===== config.mk =====
export PLATFORM = sky130hd
export DESIGN_NAME = ifu_prefetch
export DESIGN_NICKNAME = d
export VERILOG_FILES = /design/src/rtl/ifu_prefetch.sv
export SDC_FILE = /design/constraint.sdc
export NUM_CORES = 1
export LEC_CHECK = 0
export ABC_AREA = 1
export BUFFER_PORTS_ARGS = -buffer_cell sky130_fd_sc_hd__buf_2
export CAP_MARGIN = 40
export CORE_MARGIN = 5
export CORE_UTILIZATION = 60
export CTS_CLUSTER_SIZE = 25
export DETAILED_ROUTE_END_ITERATION = 8
export HOLD_SLACK_MARGIN = 0.1
export PLACE_DENSITY = 0.84
export SLEW_MARGIN = 20
export SYNTH_ARGS = -nofsm -noshare
export SYNTH_HDL_FRONTEND = slang
export SYNTH_SLANG_ARGS = --single-unit

===== constraint.sdc =====
create_clock -name clk -period 18.36 [get_ports clk]
set_clock_uncertainty 0.2 [all_clocks]
set_input_delay 0.918 -clock clk [delete_from_list [all_inputs] [get_ports clk]]
set_output_delay 0.918 -clock clk [all_outputs]
set_load 0.1 [all_outputs]

===== src/rtl/ifu_prefetch.sv =====
`default_nettype none
// ============================================================================
// Module   : ifu_prefetch
// Purpose  : Instruction prefetch unit. Fetches aligned 64-bit doublewords,
//            splits them into 32-bit instructions and holds them in a
//            circular queue for the decoder. Handles redirects and keeps at
//            most one memory request outstanding.
// Options  : IFU_RSP_BYPASS_EN - when defined, a response that arrives while
//            the queue is empty is forwarded straight to inst/inst_pc in the
//            same cycle.
// Revision : 1.0 - initial release
// ============================================================================
module ifu_prefetch #(
    parameter int unsigned DEPTH    = 4,
    parameter logic [63:0] RESET_PC = 64'h8000_0000
) (
    input  logic        clk,
    input  logic        rst,
    output logic        mem_req_valid,
    input  logic        mem_req_ready,
    output logic [63:0] mem_req_addr,
    input  logic        mem_rsp_valid,
    input  logic [63:0] mem_rsp_data,
    output logic        inst_valid,
    input  logic        inst_ready,
    output logic [31:0] inst,
    output logic [63:0] inst_pc,
    input  logic        redirect_valid,
    input  logic [63:0] redirect_pc
);

    localparam int unsigned c_PTR_W = $clog2(DEPTH);
    localparam int unsigned c_CNT_W = c_PTR_W + 1;

    localparam logic [1:0] c_ST_IDLE = 2'd0;
    localparam logic [1:0] c_ST_WAIT = 2'd1;
    localparam logic [1:0] c_ST_DROP = 2'd2;

    logic [1:0]         r_state;
    logic [1:0]         w_state_nxt;

    // Fetch address is always word aligned, so only bits [63:2] are kept.
    logic [63:2]        r_fetch_pc;

    logic [31:0]        r_q_inst [DEPTH];
    logic [63:0]        r_q_pc   [DEPTH];
    logic [c_PTR_W-1:0] r_head;
    logic [c_PTR_W-1:0] r_tail;
    logic [c_CNT_W-1:0] r_count;

    logic [c_CNT_W-1:0] w_free;
    logic               w_rsp_accept;
    logic               w_two_words;
    logic [31:0]        w_word0;
    logic [63:0]        w_pc0;
    logic [31:0]        w_word1;
    logic [63:0]        w_pc1;
    logic               w_bypass;
    logic               w_bypass_taken;
    logic [1:0]         w_push_n;
    logic [31:0]        w_push_inst0;
    logic [63:0]        w_push_pc0;
    logic               w_pop;
    logic [c_PTR_W-1:0] w_tail1;
    logic               w_unused;

    // Low address bits of a redirect target are architecturally ignored.
    assign w_unused = ^redirect_pc[1:0];

    assign mem_req_addr = {r_fetch_pc[63:3], 3'b000};
    assign w_free       = c_CNT_W'(DEPTH) - r_count;

    // A response is only consumed in WAIT and only if no redirect kills it.
    assign w_rsp_accept = (r_state == c_ST_WAIT) && mem_rsp_valid && !redirect_valid;
    assign w_two_words  = !r_fetch_pc[2];
    assign w_word0      = r_fetch_pc[2] ? mem_rsp_data[63:32] : mem_rsp_data[31:0];
    assign w_pc0        = {r_fetch_pc, 2'b00};
    assign w_word1      = mem_rsp_data[63:32];
    assign w_pc1        = w_pc0 + 64'd4;
    assign w_tail1      = r_tail + c_PTR_W'(1);

`ifdef IFU_RSP_BYPASS_EN
    assign w_bypass       = w_rsp_accept && (r_count == '0) && !rst;
    assign w_bypass_taken = w_bypass && inst_ready;
`else
    assign w_bypass       = 1'b0;
    assign w_bypass_taken = 1'b0;
`endif

    // Select what gets written into the queue; a consumed bypass word skips a slot.
    always_comb begin
        w_push_n     = 2'd0;
        w_push_inst0 = w_word0;
        w_push_pc0   = w_pc0;
        if (w_rsp_accept) begin
            if (w_bypass_taken) begin
                w_push_n     = w_two_words ? 2'd1 : 2'd0;
                w_push_inst0 = w_word1;
                w_push_pc0   = w_pc1;
            end else begin
                w_push_n     = w_two_words ? 2'd2 : 2'd1;
            end
        end
    end

    assign w_pop = (r_count != '0) && inst_ready;

    // State register; a reset with a request in flight must still swallow its response.
    always_ff @(posedge clk) begin
        if (rst) begin
            r_state <= ((r_state == c_ST_IDLE) || mem_rsp_valid) ? c_ST_IDLE : c_ST_DROP;
        end else begin
            r_state <= w_state_nxt;
        end
    end

    // Next-state logic for the request/response handshake.
    always_comb begin
        w_state_nxt = r_state;
        case (r_state)
            c_ST_IDLE: begin
                if (!redirect_valid && mem_req_valid && mem_req_ready) begin
                    w_state_nxt = c_ST_WAIT;
                end
            end
            c_ST_WAIT: begin
                if (mem_rsp_valid) begin
                    w_state_nxt = c_ST_IDLE;
                end else if (redirect_valid) begin
                    w_state_nxt = c_ST_DROP;
                end
            end
            c_ST_DROP: begin
                // A response arriving together with another redirect is still the stale one.
                if (mem_rsp_valid) begin
                    w_state_nxt = c_ST_IDLE;
                end
            end
            default: w_state_nxt = c_ST_IDLE;
        endcase
    end

    // Outputs: request qualification and queue head (or bypassed response).
    always_comb begin
        mem_req_valid = 1'b0;
        inst_valid    = 1'b0;
        inst          = r_q_inst[r_head];
        inst_pc       = r_q_pc[r_head];
        if (!rst) begin
            mem_req_valid = (r_state == c_ST_IDLE) && (w_free >= c_CNT_W'(2)) && !redirect_valid;
            inst_valid    = (r_count != '0) || w_bypass;
            if (w_bypass) begin
                inst    = w_word0;
                inst_pc = w_pc0;
            end
        end
    end

    // Fetch address: reset, redirect, or advance past the words just consumed.
    always_ff @(posedge clk) begin
        if (rst) begin
            r_fetch_pc <= RESET_PC[63:2];
        end else if (redirect_valid) begin
            r_fetch_pc <= redirect_pc[63:2];
        end else if (w_rsp_accept) begin
            r_fetch_pc <= r_fetch_pc + (w_two_words ? 62'd2 : 62'd1);
        end
    end

    // Circular instruction queue; redirect flushes it and discards same-cycle push/pop.
    always_ff @(posedge clk) begin
        if (rst) begin
            r_head  <= '0;
            r_tail  <= '0;
            r_count <= '0;
            for (int i = 0; i < DEPTH; i++) begin
                r_q_inst[i] <= '0;
                r_q_pc[i]   <= '0;
            end
        end else if (redirect_valid) begin
            r_head  <= '0;
            r_tail  <= '0;
            r_count <= '0;
        end else begin
            if (w_push_n != 2'd0) begin
                r_q_inst[r_tail] <= w_push_inst0;
                r_q_pc[r_tail]   <= w_push_pc0;
            end
            if (w_push_n == 2'd2) begin
                r_q_inst[w_tail1] <= w_word1;
                r_q_pc[w_tail1]   <= w_pc1;
            end
            r_tail <= r_tail + c_PTR_W'(w_push_n);
            if (w_pop) begin
                r_head <= r_head + c_PTR_W'(1);
            end
            r_count <= r_count + c_CNT_W'(w_push_n) - c_CNT_W'(w_pop);
        end
    end

endmodule
`default_nettype wire

==> Yosys cells after proc, flatten, opt, wreduce, memory -nomap -nowiden <==
Memories as Yosys holds them, arrays and structs flattened. A register that Yosys moved wholly into a read port is not among the register bits.
Index checks and enable logic that the tools add are counted.
{ "classes": {"muxes": 41, "magnitude_cmp": 1, "add_sub_neg": 8, "reduce_logical": 19, "eq_ne": 6} }
{ "ops": {"columns": ["cell", "n"], "rows": [
  ["$mux 64", 2],
  ["$reduce_or 64->1", 2],
  ["$mux 62", 2],
  ["$mux 32", 3],
  ["$add 64x3->64 const B", 1],
  ["$reduce_or 32->1", 2],
  ["$add 62x2->62", 1],
  ["$mux 2", 17],
  ["$mux 1", 16],
  ["$logic_and 1x1->1", 7],
  ["$pmux 2 s3", 1],
  ["$add 2x1->2 const B", 2],
  ["$eq 2x2->1 const B", 2],
  ["$ne 4x4->1 const B", 1],
  ["$reduce_bool 2->1", 2],
  ["$add 3x2->3", 1],
  ["$ge 3x2->1 const B", 1],
  ["$ne 3x2->1 const B", 1],
  ["$ne 3x3->1 const B", 1],
  ["$reduce_and 3->1", 1],
  ["$reduce_bool 3->1", 1],
  ["$sub 3x1->3", 1],
  ["$sub 3x3->3 const A", 1],
  ["$add 2x2->2", 1],
  ["other kinds (5)", 5]
]} }
{ "word_totals": {"register_bits": 71, "mem_bits_rw": 384, "memories": 2, "input_bits": 134, "output_inout_bits": 162, "elab_cells": 82} }
{ "memory_table": {"columns": ["name", "depth", "width", "read_ports", "rd_clocked_by_memory_dff", "wr", "line", "text"], "rows": [
  ["r_q_pc", 4, 64, 1, 1, 4, "46", "logic [63:0] r_q_pc [DEPTH];"],
  ["r_q_inst", 4, 32, 1, 1, 4, "45", "logic [31:0] r_q_inst [DEPTH];"]
]} }

==> Logic depth before layout (Yosys ltp) <==
{ "depth": {"ltp_word": 11, "depth_mapped": 13, "depth_no_buf": 12} }

==> Worst setup path after synthesis <==
No wires, ideal clock.
{ "synth_path": {"kind": "input-to-reg", "from": "input mem_rsp_valid", "to": "memory r_q_inst[3][0] (enable)", "setup_slack_ps": 11509, "setup_ps": 571, "n_path_buf": 1, "stages": 5, "arrival_time_ps": 6079, "t_required_ps": 17589, "path_cell_list": "nand3_2 buf_2 nor2_1 clkinv_1 o211ai_1"} }
{ "synth_rtl": {"columns": ["item", "line", "text"], "rows": [
  ["start: declaration", "22", "input logic mem_rsp_valid,"],
  ["end: declaration", "45", null]
]} }

==> flow_metrics.py <==
metrics = {
    "status": {
        "status": "finished, final reports clean",
    },
    "pwr": {
        "clockPowerShare_pct": 35.5,
        "power_frac_seq_pct": 44.0,
        "irDropWorstVdd_uv": 122,
        "p_int_uw": 1820,
        "p_switching_uw": 910,
        "total_power_uw": 2730,
        "combPwrFrac_pct": 20.5,
        "p_sw_share_pct": 33.4,
        "p_leak_uw": 0.0102,
        "power_density_nw_per_um2": 101,
    },
    "grt": {
        "overflow": 0,
        "grtUsageMet3_pct": 9.21,
        "grtUsageTotal_pct": 37.7,
        "top_usage_layer": "met2",
        "grt_max_degree": 94,
        "use_met1_pct": 51.9,
        "grt_pass1_wl_um": 128000,
        "grt_antenna_before_repair": 1,
        "use_met2_pct": 57.8,
        "grt_pass1_vias": 21000,
    },
    "hold_path": {
        "hold_class": "reg2reg",
    },
    "sta": {
        "worst_pin_slew_ns": 0.845,
        "final-setup-viol-count": 0,
        "max_slew_margin_pct": 43.7,
        "drv_slew": 0,
        "finalHoldViolations": 0,
        "rsz0062_at_grt": "false",
        "fin_crit_sh_pct": 31.1,
        "post-route-min-period_ns": 5.70,
        "fmax_ghz": 0.175,
        "finalSetupTns_ns": 0,
        "setup_ws_ns": 12.66,
    },
    "synthesis": {
        "ys_seq_area_share_pct": 53.0,
        "ys.warnings.count": 0,
        "ys_types": 50,
        "synth_area_per_cell_sq_um": 8.86,
        "ys_ff_latch": 449,
        "synthArstFlopShare_pct": 0,
        "syn_inst": 2718,
        "netlist_area_sq_um": 24100,
        "synthFlopType": "edfxtp_1",
        "synth_edf_count": 378,
    },
    "place": {
        "placed_cell_area_sq_um": 25500,
        "place_ws_ns": 12.24,
        "portBuffers": 288,
        "place_congestion": 1.04,
        "dp_hpwl_um": 58700,
    },
    "cts": {
        "clk_latency_ns": 0.60,
        "cts-htree-levels": 2,
        "cts_setup_buffers": 0,
        "cts_resized": 0,
        "postCtsHoldBufs": 0,
        "cts_tree": "done",
        "cts_buffers": 47,
        "clockRootBuffer": "clkbuf_16",
        "clockBufferDepth": 3,
        "clkTransAtPathRegs_ns": 0.06,
        "clock-sinks": 449,
    },
    "routing": {
        "viasPerCell": 6.63,
        "wirelength_um": 87600,
        "drtPass1Iterations": 6,
        "drc": 0,
        "drt_iter0_markers": 3844,
        "antenna_left": 0,
        "wl_per_cell_um": 25.6,
        "vias": 22700,
    },
    "floorplan": {
        "core_sq_um": 39700,
        "rows": 73,
        "initial_core_util_pct": 60.6,
        "dieArea_sq_um": 44200,
        "boundaryPins": 296,
        "die_height_um": 210,
        "die_w_um": 210,
    },
    "worst_setup_path": {
        "arrival_ns": 5.76,
        "crit_path_start_kind": "primary input",
        "end_kind": "flip-flop",
        "cp.required_ns": 18.42,
        "critPathKind": "in2reg",
        "cp_max_fo": 58,
    },
    "finish": {
        "n_antenna_cell": 0,
        "final_area_sq_um": 27100,
        "most-common-layout-cells": "nand2_1, nor2_1, edfxtp_1",
        "layout.nets": 3008,
        "area_growth_pct": 12.4,
        "final_common_cell": "nand2_1",
        "drive_above_1_share_pct": 15.4,
    },
    "job": {
        "drv_cap": 0,
    },
}
## critical path: stages
cell and delay (ns):
buf_2 0.09, buf_4 0.32, inv_2 0.53, nand2_4 0.26, nor2_8 0.25, inv_4 0.26
nor2_8 0.21, nand2_4 0.43, buf_4 0.51, nor2_4 0.52, inv_2 0.11, nand3_4 0.42
buf_4 0.49, buf_16 0.30
## power by group through the flow
stage | logic [uW] | clock network [uW] | registers [uW]
floorplan | 433 | 0 | 1210
global placement | 535 | 0 | 1220
detailed placement | 548 | 0 | 1220
CTS | 550 | 969 | 1200
global route | 577 | 1010 | 1200
finish | 558 | 970 | 1200
## synth_stat cells, types with 4 or more instances
cell / instances / share of area (%)
buf_2: 38 / 0.79
inv_2: 6 / 0.094
nor3_1: 6 / 0.12
o22ai_1: 343 / 8.9
nand3_1: 77 / 1.6
o21a_1: 29 / 0.90
nand2_1: 422 / 6.6
a31oi_1: 25 / 0.65
nor3b_1: 4 / 0.12
buf_1: 6 / 0.094
xor2_1: 70 / 2.5
ha_1: 9 / 0.47
nor2_4: 4 / 0.19
nand2_2: 5 / 0.13
o22ai_2: 16 / 0.83
clkbuf_1: 117 / 1.8
clkinv_1: 8 / 0.12
buf_6: 5 / 0.23
o21ai_0: 308 / 6.4
a21oi_1: 42 / 0.87
buf_4: 68 / 2.1
inv_1: 203 / 3.2
o211ai_1: 7 / 0.22
nand4_1: 15 / 0.39
dfxtp_1: 71 / 5.9
nor2_1: 401 / 6.2
edfxtp_1: 378 / 47
## state kept, by name (all words and copies together) (netlist names), named ones only
register	count
r_q_pc	248
r_count	3
r_tail	2
r_q_inst	128
r_fetch_pc	62
r_head	2
r_state	2
## routing by layer
metal  wire length, um  up-vias
met5                13        -
met4              4660        2
met3             12600      318
met2             39200     2021
met1             31100    10500
li1                  -     9833
## worst paths after layout
kind,cells after the start,slack (ns),endpoint,start
worst min-delay path,2,0.35,r_head[0]$_SDFFE_PP0P_,r_head[0]$_SDFFE_PP0P_
worst max register to register,12,13.11,r_q_pc[2][13]$_DFFE_PP_,r_state[1]$_DFFE_PP_
worst min register to register,2,0.35,r_head[0]$_SDFFE_PP0P_,r_head[0]$_SDFFE_PP0P_
worst max-delay path,14,12.66,r_q_pc[2][13]$_DFFE_PP_,redirect_valid
## cell families after synthesis
kind of cell / count (synthesis) / share of synthesized area, %
AOI/OAI and AO/OA: 784 / 19.2
other: 1 / 0.0156
adders and majority gates: 10 / 0.551
xor gates and xnor gates: 72 / 2.62
DFF: 449 / 53.0
buffers and inverters: 454 / 8.53
and+or+nand+nor: 948 / 16.0
## through the flow
stage          instances  utilization [%]  hold slack (ns)
4_1_cts             3423             68.0            0.355
3_3_place_gp        3327             63.6            0.318
2_1_floorplan       2722                -            0.293
6_report            3424             68.1            0.348
3_5_place_dp        3339             64.2            0.338
5_1_grt             3424             68.1            0.391
## cell type report
cell class	count	area, sq um
clock buffers	64	1290
clock inverters	20	236
fillers	3024	12700
repair buffers	328	1920
well taps	525	657
flip-flops and latches	449	12800
inverters	219	836
multi-input cells	1819	9340
Note: power is estimated with default switching activity, not from simulation.
